===== config.mk =====
export PLATFORM = sky130hd
export DESIGN_NAME = pole_serial
export DESIGN_NICKNAME = d
export VERILOG_FILES = /design/src/rtl/iir_pkg.sv /design/src/rtl/pole_mac.sv /design/src/rtl/pole_serial.sv
export SDC_FILE = /design/constraint.sdc
export NUM_CORES = 1
export LEC_CHECK = 0
export BUFFER_PORTS_ARGS = -buffer_cell sky130_fd_sc_hd__buf_2
export CELL_PAD_IN_SITES_DETAIL_PLACEMENT = 0
export CELL_PAD_IN_SITES_GLOBAL_PLACEMENT = 1
export CORE_MARGIN = 2
export CORE_UTILIZATION = 35
export DETAILED_ROUTE_END_ITERATION = 8
export PLACE_DENSITY = 0.71
export SYNTH_ARGS = -nofsm -noshare
export SYNTH_HDL_FRONTEND = slang
export SYNTH_HIERARCHICAL = 1
export SYNTH_SLANG_ARGS = --single-unit

===== constraint.sdc =====
create_clock -name clk -period 17.9 [get_ports clk]
set_input_delay 2.685 -clock clk [delete_from_list [all_inputs] [get_ports clk]]
set_output_delay 2.685 -clock clk [all_outputs]
set_load 0.02 [all_outputs]

===== src/rtl/iir_pkg.sv =====
// iir_pkg: shared widths, coefficients and FSM state type for the serial
// all-pole IIR section (pole_serial and its pole_mac datapath).
package iir_pkg;

  localparam int XIN_W     = 21;  // zero-section output, Q0 integer
  localparam int Y_W       = 12;  // filter output / history width
  localparam int ACC_W     = 36;  // MAC accumulator width
  localparam int COEF_W    = 12;  // nominal Q11 coefficient width
  localparam int FRAC      = 11;  // coefficient fraction bits
  localparam int OUT_SHIFT = 19;  // accumulator -> output scaling
  localparam int N_POLE    = 6;   // number of feedback taps

  // A1 (-2662) and A2 (2458) lie outside the 12-bit Q11 range, so the
  // stored coefficients carry one extra integer bit to keep their values.
  localparam int COEF_HW   = COEF_W + 1;
  // Each product is pre-scaled so that the final >>> OUT_SHIFT lines up
  // with Xin <<< FRAC.
  localparam int MAC_SHIFT = OUT_SHIFT - FRAC;
  localparam int K_W       = 3;   // tap counter width, holds 0..7

  localparam logic signed [COEF_HW-1:0] A1 = -13'sd2662;
  localparam logic signed [COEF_HW-1:0] A2 =  13'sd2458;
  localparam logic signed [COEF_HW-1:0] A3 = -13'sd1229;
  localparam logic signed [COEF_HW-1:0] A4 =  13'sd410;
  localparam logic signed [COEF_HW-1:0] A5 = -13'sd82;
  localparam logic signed [COEF_HW-1:0] A6 =  13'sd8;

  // Output limits, and the accumulator values at which floor(acc/2^19)
  // leaves the 12-bit range.
  localparam logic signed [Y_W-1:0]   Y_MAX   = {1'b0, {(Y_W-1){1'b1}}};
  localparam logic signed [Y_W-1:0]   Y_MIN   = {1'b1, {(Y_W-1){1'b0}}};
  localparam logic signed [ACC_W-1:0] ACC_HI  = ACC_W'(1) << (Y_W - 1 + OUT_SHIFT);
  localparam logic signed [ACC_W-1:0] ACC_LO  = -ACC_HI;

  typedef enum logic [1:0] {
    ST_IDLE,
    ST_MAC,
    ST_DONE
  } state_t;

  // Coefficient for tap k (1..6); other counter values select zero.
  function automatic logic signed [COEF_HW-1:0] coef_of(input logic [K_W-1:0] k);
    case (k)
      3'd1:    return A1;
      3'd2:    return A2;
      3'd3:    return A3;
      3'd4:    return A4;
      3'd5:    return A5;
      3'd6:    return A6;
      default: return '0;
    endcase
  endfunction

endpackage


===== src/rtl/pole_mac.sv =====
// pole_mac: one combinational feedback step,
//   acc_next = acc - ((coef * y) <<< MAC_SHIFT), all signed.
// Ports:
//   acc      in  ACC_W   current accumulator
//   coef     in  COEF_HW tap coefficient (Q11)
//   y        in  Y_W     past output for this tap
//   acc_next out ACC_W   accumulator after subtracting the term
module pole_mac
  import iir_pkg::*;
(
  input  logic signed [ACC_W-1:0]   acc,
  input  logic signed [COEF_HW-1:0] coef,
  input  logic signed [Y_W-1:0]     y,
  output logic signed [ACC_W-1:0]   acc_next
);

  localparam int PROD_W = COEF_HW + Y_W;

  logic signed [PROD_W-1:0] prod;
  logic signed [ACC_W-1:0]  term;

  always_comb begin
    prod     = coef * y;
    term     = {{(ACC_W - PROD_W){prod[PROD_W-1]}}, prod} <<< MAC_SHIFT;
    acc_next = acc - term;
  end

endmodule


===== src/rtl/pole_serial.sv =====
// pole_serial: serial 6-pole all-pole IIR section, one sample per 8 clocks.
//   y[n] = ((Xin <<< 11) - sum_k ((A_k * y[n-k]) <<< 8)) >>> 19
// Sequence: IDLE (accept) -> 6 x MAC (taps 1..6) -> DONE (convert, shift
// history, pulse out_valid) -> IDLE.
// Ports:
//   clk       in   sole clock
//   rst       in   synchronous active-high reset
//   Xin       in   21-bit signed sample
//   in_valid  in   Xin valid this cycle
//   in_ready  out  high only in IDLE
//   Yout      out  12-bit signed registered result, held between updates
//   out_valid out  one-cycle pulse when Yout updates
// Build option: define POLE_SERIAL_SAT_EN to saturate the result to
// +2047/-2048; otherwise it wraps to its low 12 bits.
module pole_serial
  import iir_pkg::*;
(
  input  logic                    clk,
  input  logic                    rst,
  input  logic signed [XIN_W-1:0] Xin,
  input  logic                    in_valid,
  output logic                    in_ready,
  output logic signed [Y_W-1:0]   Yout,
  output logic                    out_valid
);

  state_t                   state_q, state_d;
  logic signed [ACC_W-1:0]  acc_q, acc_d, mac_acc_next;
  logic [K_W-1:0]           k_q, k_d;
  logic signed [Y_W-1:0]    hist_q [N_POLE];  // hist_q[0] = y[n-1]
  logic signed [Y_W-1:0]    hist_d [N_POLE];
  logic signed [Y_W-1:0]    yout_q, yout_d;
  logic                     out_valid_q, out_valid_d;
  logic signed [Y_W-1:0]    y_tap, y_conv;
  logic signed [COEF_HW-1:0] coef_k;

  // Operands for the current tap k (k = 1 selects y[n-1]).
  always_comb begin
    y_tap  = '0;
    coef_k = coef_of(k_q);
    for (int i = 0; i < N_POLE; i++) begin
      if (k_q == K_W'(i + 1)) y_tap = hist_q[i];
    end
  end

  pole_mac u_mac (
    .acc      (acc_q),
    .coef     (coef_k),
    .y        (y_tap),
    .acc_next (mac_acc_next)
  );

  // Bits [OUT_SHIFT +: Y_W] of the accumulator are exactly the low 12 bits
  // of acc >>> OUT_SHIFT, so no wide shifter is needed.
  always_comb begin
`ifdef POLE_SERIAL_SAT_EN
    if (acc_q >= ACC_HI)     y_conv = Y_MAX;
    else if (acc_q < ACC_LO) y_conv = Y_MIN;
    else                     y_conv = acc_q[OUT_SHIFT +: Y_W];
`else
    y_conv = acc_q[OUT_SHIFT +: Y_W];
`endif
  end

  // NOTE: every signal written here gets a default first, so no path leaves
  // it unassigned and no latch is inferred.
  always_comb begin
    state_d     = state_q;
    acc_d       = acc_q;
    k_d         = k_q;
    hist_d      = hist_q;
    yout_d      = yout_q;
    out_valid_d = 1'b0;
    case (state_q)
      ST_IDLE: begin
        if (in_valid) begin
          acc_d   = {{(ACC_W - XIN_W){Xin[XIN_W-1]}}, Xin} <<< FRAC;
          k_d     = K_W'(1);
          state_d = ST_MAC;
        end
      end
      ST_MAC: begin
        acc_d = mac_acc_next;
        k_d   = k_q + K_W'(1);
        if (k_q == K_W'(N_POLE)) state_d = ST_DONE;
      end
      ST_DONE: begin
        yout_d      = y_conv;
        hist_d[0]   = y_conv;
        for (int i = 1; i < N_POLE; i++) hist_d[i] = hist_q[i-1];
        out_valid_d = 1'b1;
        state_d     = ST_IDLE;
      end
      default: state_d = ST_IDLE;
    endcase
  end

  // NOTE: state is updated with non-blocking assignments so every flop
  // samples the pre-edge values regardless of statement order.
  always_ff @(posedge clk) begin
    if (rst) begin
      state_q     <= ST_IDLE;
      acc_q       <= '0;
      k_q         <= '0;
      yout_q      <= '0;
      out_valid_q <= 1'b0;
      // NOTE: the history is small and feeds the recursion from the first
      // sample, so it is cleared explicitly rather than left uninitialised.
      for (int i = 0; i < N_POLE; i++) hist_q[i] <= '0;
    end else begin
      state_q     <= state_d;
      acc_q       <= acc_d;
      k_q         <= k_d;
      yout_q      <= yout_d;
      out_valid_q <= out_valid_d;
      hist_q      <= hist_d;
    end
  end

  assign in_ready  = (state_q == ST_IDLE);
  assign Yout      = yout_q;
  assign out_valid = out_valid_q;

endmodule


== Word-level counts from Yosys, hierarchy flattened ==
Index checks and enable logic that the tools add are counted.

* Register bits after elaboration: 114
* Bits in latches: 0
* Memory bits (writable): 0
* ROM bits: 0
* Input port bits: 24
* Logic and storage cells: 42
* Memories kept: 0

* $add $sub $neg: 2
* Multiply operators: 1
* Div/mod/pow operators: 0
* $lt $le $gt $ge: 0
* Equality and inequality tests: 10
* Shift operators: 0
* Muxes and demuxes: 15
* Bitwise operators: 0
* Reduce and logical (&&, ||, !) cells: 4

{| class="wikitable"
|+ Operator list
! operator !! count
|-
| $pmux W13 S6 || 1
|-
| $mux W12 || 6
|-
| $pmux W36 S2 || 1
|-
| $mux W36 || 1
|-
| $sub A36 B33 Y36 || 1
|-
| $mul A13 B12 Y25 || 1
|-
| $eq A3 B3 Y1 const B || 3
|-
| $eq A3 B2 Y1 const B || 2
|-
| $pmux W3 S2 || 1
|-
| $mux W2 || 2
|-
| $ne A2 B2 Y1 const B || 2
|-
| $pmux W2 S2 || 1
|-
| $reduce_and A2 Y1 || 2
|-
| $add A3 B1 Y3 const B || 1
|-
| $eq A3 B1 Y1 const B || 1
|-
| $mux W3 || 1
|-
| $eq A2 B1 Y1 const B || 1
|-
| $eq A2 B2 Y1 const B || 1
|-
| $logic_not A2 Y1 || 1
|-
| $reduce_bool A2 Y1 || 1
|-
| $mux W1 || 1
|}

== Logic depth before layout (Yosys ltp) ==
* Depth in word-level cells: 10
* Depth in mapped cells: 41

== Hierarchy ==
The synthesis kept the hierarchy.

{| class="wikitable"
|+ By module, submodules not included
! module !! times used !! cells an instance !! area an instance (um^2) !! sequential area each (um^2)
|-
| pole_mac || 1 || 858 || 7189.4 || 0.0
|-
| pole_serial || 1 || 693 || 5447.7 || 2282.2
|}

== Worst setup path after synthesis ==
OpenSTA, ideal clock, no wires.

* Kind: flip-flop to flip-flop
* Start: reg k_q[2]
* End: reg acc_q[35]
* Library setup time: 86 ps
* Arrival: 8605 ps
* Slack: 9210 ps
* Stages on the path, launching flop included: 38
* Path buffers: 5
* Path through: dfxtp_1 buf_2 inv_1 buf_2 ha_1 clkbuf_2 clkbuf_1 a221oi_1 o311ai_1 clkbuf_1 nand2_1 fa_1 fa_1 fa_1 inv_1 fa_1 inv_1 fa_1 [2 not listed] or4_1 o211a_1 o21ai_0 nand2b_1 a21o_1 a21oi_1 xor2_1 ha_1 and3_1 o21ai_0 o311ai_1 or3_1 o211ai_2 nor3b_4 a31oi_1 a211oi_2 mux2i_1 a211oi_1

* Word-level cells in the longest chain between the ends: 10

{| class="wikitable"
|+ RTL lines
! what !! RTL line !! source
|-
| start: declaration || pole_serial.sv:29 || <nowiki>logic [K_W-1:0] k_q, k_d;</nowiki>
|-
| start signal: assignment || pole_serial.sv:113 || <nowiki>k_q <= k_d;</nowiki>
|-
| $eq A3 B1 Y1 || pole_serial.sv:42 || <nowiki>if (k_q == K_W'(i + 1)) y_tap = hist_q[i];</nowiki>
|-
| $mux W12 (5 in series) || pole_serial.sv:42 ||
|-
| $mux W12 (*) || pole_serial.sv:42 ||
|-
| net y_tap[5] || pole_serial.sv:34 || <nowiki>logic signed [Y_W-1:0] y_tap, y_conv;</nowiki>
|-
| $mul A13 B12 Y25 (*) || pole_mac.sv:23 || <nowiki>prod = coef * y;</nowiki>
|-
| $sub A36 B33 Y36 (*) || pole_mac.sv:25 || <nowiki>acc_next = acc - term;</nowiki>
|-
| net mac_acc_next[35] || pole_serial.sv:28 || <nowiki>logic signed [ACC_W-1:0] acc_q, acc_d, mac_acc_next;</nowiki>
|-
| $pmux W36 S2 (*) || pole_serial.sv:74 || <nowiki>case (state_q)</nowiki>
|-
| end signal: assignment || pole_serial.sv:103 || <nowiki>acc_q <= '0;</nowiki>
|-
| end signal: assignment || pole_serial.sv:112 || <nowiki>acc_q <= acc_d;</nowiki>
|-
| end: declaration || pole_serial.sv:28 ||
|}

The timed path passes the listed nets; every way through them passes the cells marked *.
A chain may end at the register's enable or synchronous reset.

== Worst setup path after layout ==
* Start: reg k_q[2]
* End: reg acc_q[30]

The elaborated chain is that of the path after synthesis.

==> results.md <==
- Clk sink count: 101
- Netlist Area Pre-Place: 11600 sq um
- CTS resizes: 0
- Max-Cap Viols: 0
- Post-route cell area: 12300 sq um
- Initial DRT Pass Iterations: 7
- CTS Root Cell: clkbuf_16
- Area growth, synth to finish: 6.55%
- Clk buf depth: 2
- DRC viols: 0
- Slew Viols, Final: 0
- H-tree depth: 3
- PortBufs: 36
- Static Leak: 5.52 nW
- Fmax: 103 MHz
- Gr ovfl total: 0
- Worst Setup End Kind: flop
- Critical Path Sink: acc_q[30]
- Hold Path Class: flop to flop
- GRT Resource Usage Total: 17.4%
- # diodes: 0
- Pin count of the biggest net entering global routing: 85
- Final HPWL DP: 20.4 mm
- Startpoint types: flop
- Critical path class: flop to flop
- Final ANT Viol Nets: 0
- Vias in the first global route: 9124
- Worst clock skew: 0.0148 ns
- Pre-CTS setup slack: 8.23 ns
- Via/cell ratio: 4.90
- Crit path from: k_q[2]
- Die ar.: 34600 sq um
- Initial Util: 35.6%
- Clk slew on worst S/H paths: 0.08 ns
- Worst Path Required: 18.11 ns
- Gpl congestion: 0.819
- R2R cell count: 31
- Final Non-Filler Cells: 1850
- Worst min-delay path startpoint: hist_q[5]
- Power, Total: 698 uW
- Global-route wire length before repair: 47.6 mm
- Setup ws final: 8.23 ns
- Tmin final: 9.67 ns
- Hold buffers post-CTS: 0
- Setup TNS: 0 ns
- Placed cell area: 12000 sq um
- RSZ-0062 raised after global routing: false
- Cell count after synthesis: 1433
- Die Width: 186 um
- Status: complete, no violations
- Flop-to-flop setup slack: 8.23 ns
- Cell total after placement: 1834
- CORE AREA: 32500 sq um
- Reg area: 2020 sq um
- Area of the multi-input gates: 8380 sq um
- WP data arrival: 9.88 ns
- Commonest non-fill, non-tap cells in the layout: 279 x nand2_1, 193 x inv_1, 145 x fa_1
- Post-DR wirelength/cell: 15.4 um
- Synthesized area per cell: 8.08 sq um
- CP max-delay cell: o311ai_1
- Die Ht: 186 um
- Commonest non-fill, non-tap cell in the layout: nand2_1
- Clock buffer count from CTS: 9
- Final period util: 54.0%
- Endpoint of the worst register-to-register path: acc_q[30]
- Critical path peak fanout: 15
- Largest stage delay on the critical path: 0.86 ns
- Power per cell area: 56.6 nW/um^2
- Total wire length: 28.5 mm
- Final Hold Viols: 0
- # fillers: 3428
- Worst skew pair latency: 0.36 ns
- Initial antenna violation count: 0
- Post-CTS setup buffer count: 0
- Peak VDD IR: 0.0710 mV
- Via count: 9068
- Worst Tran Pin Value: 1.12 ns
- FP Rows: 66
- Layout Nets: 1651
- Top-level I/O count: 38
- DRT iter0 DRCs: 438
- CTS tree: yes
- Layout cells sized above 1: 6.75%
- RR Startpoint: k_q[2]
- Relative slew slack: 25.1%
- Synth warn: 6
- Setup Viol. Count Final: 0
[worst max-delay path, delay by kind of cell (launching register included)]
| family | cells | cell delay [ns] |
|---|---|---|
| xor+xnor | 2 | 0.36 |
| buf+inv | 5 | 1.16 |
| simple gates | 6 | 1.50 |
| compound gates | 10 | 2.42 |
| flops | 1 | 0.31 |
| fa+ha+maj | 8 | 3.76 |
[per-stage QoR]
stage / hold WS (ns) / utilization (%)
5_1_grt: 0.485 / 37.9
6_report: 0.459 / 37.9
3_5_place_dp: 0.449 / 36.9
4_1_cts: 0.461 / 37.9
3_3_place_gp: 0.444 / 36.9
2_1_floorplan: 0.437 / -
[layer usage]
layer | vias to the layer above | wire length, um | GRT usage, %
li1 | 4462 | - | -
met1 | 4439 | 13800 | 24.3
met2 | 144 | 13500 | 29.2
met3 | 23 | 886 | 1.64
met4 | 0 | 327 | 3.65
met5 | - | 0 | 0
[worst min path at each step]
stage                end  cells past startpoint  slack [ns]
6_report       hist_q[5]                      2        0.46
3_3_place_gp   hist_q[9]                      2        0.44
3_5_place_dp   hist_q[5]                      2        0.45
2_1_floorplan  hist_q[0]                      2        0.44
5_1_grt        hist_q[3]                      2        0.48
4_1_cts        hist_q[5]                      2        0.46
[registers in the layout, indices dropped and copies added (netlist names)]
| signal | cells |
|---|---|
| state_q | 2 |
| out_valid | 1 |
| acc_q | 23 |
| hist_q | 60 |
| k_q | 3 |
| Yout | 12 |
[where the power goes]
group          leakage, nW  switching (mW)  internal [mW]
logic                 4.55           0.138          0.108
registers            0.820         0.00861          0.233
clock network        0.152          0.0990          0.112
total                 5.52           0.245          0.453
[area by class of cell]
class	count	share of cell area [%]
tap	442	4.48
multi-input combinational	1041	67.9
sequential	101	16.4
timing repair buffer	57	2.76
clock inverter	7	0.760
inverter	193	5.87
clock buffer	9	1.83
No activity file was read; power rests on OpenSTA's default activity.
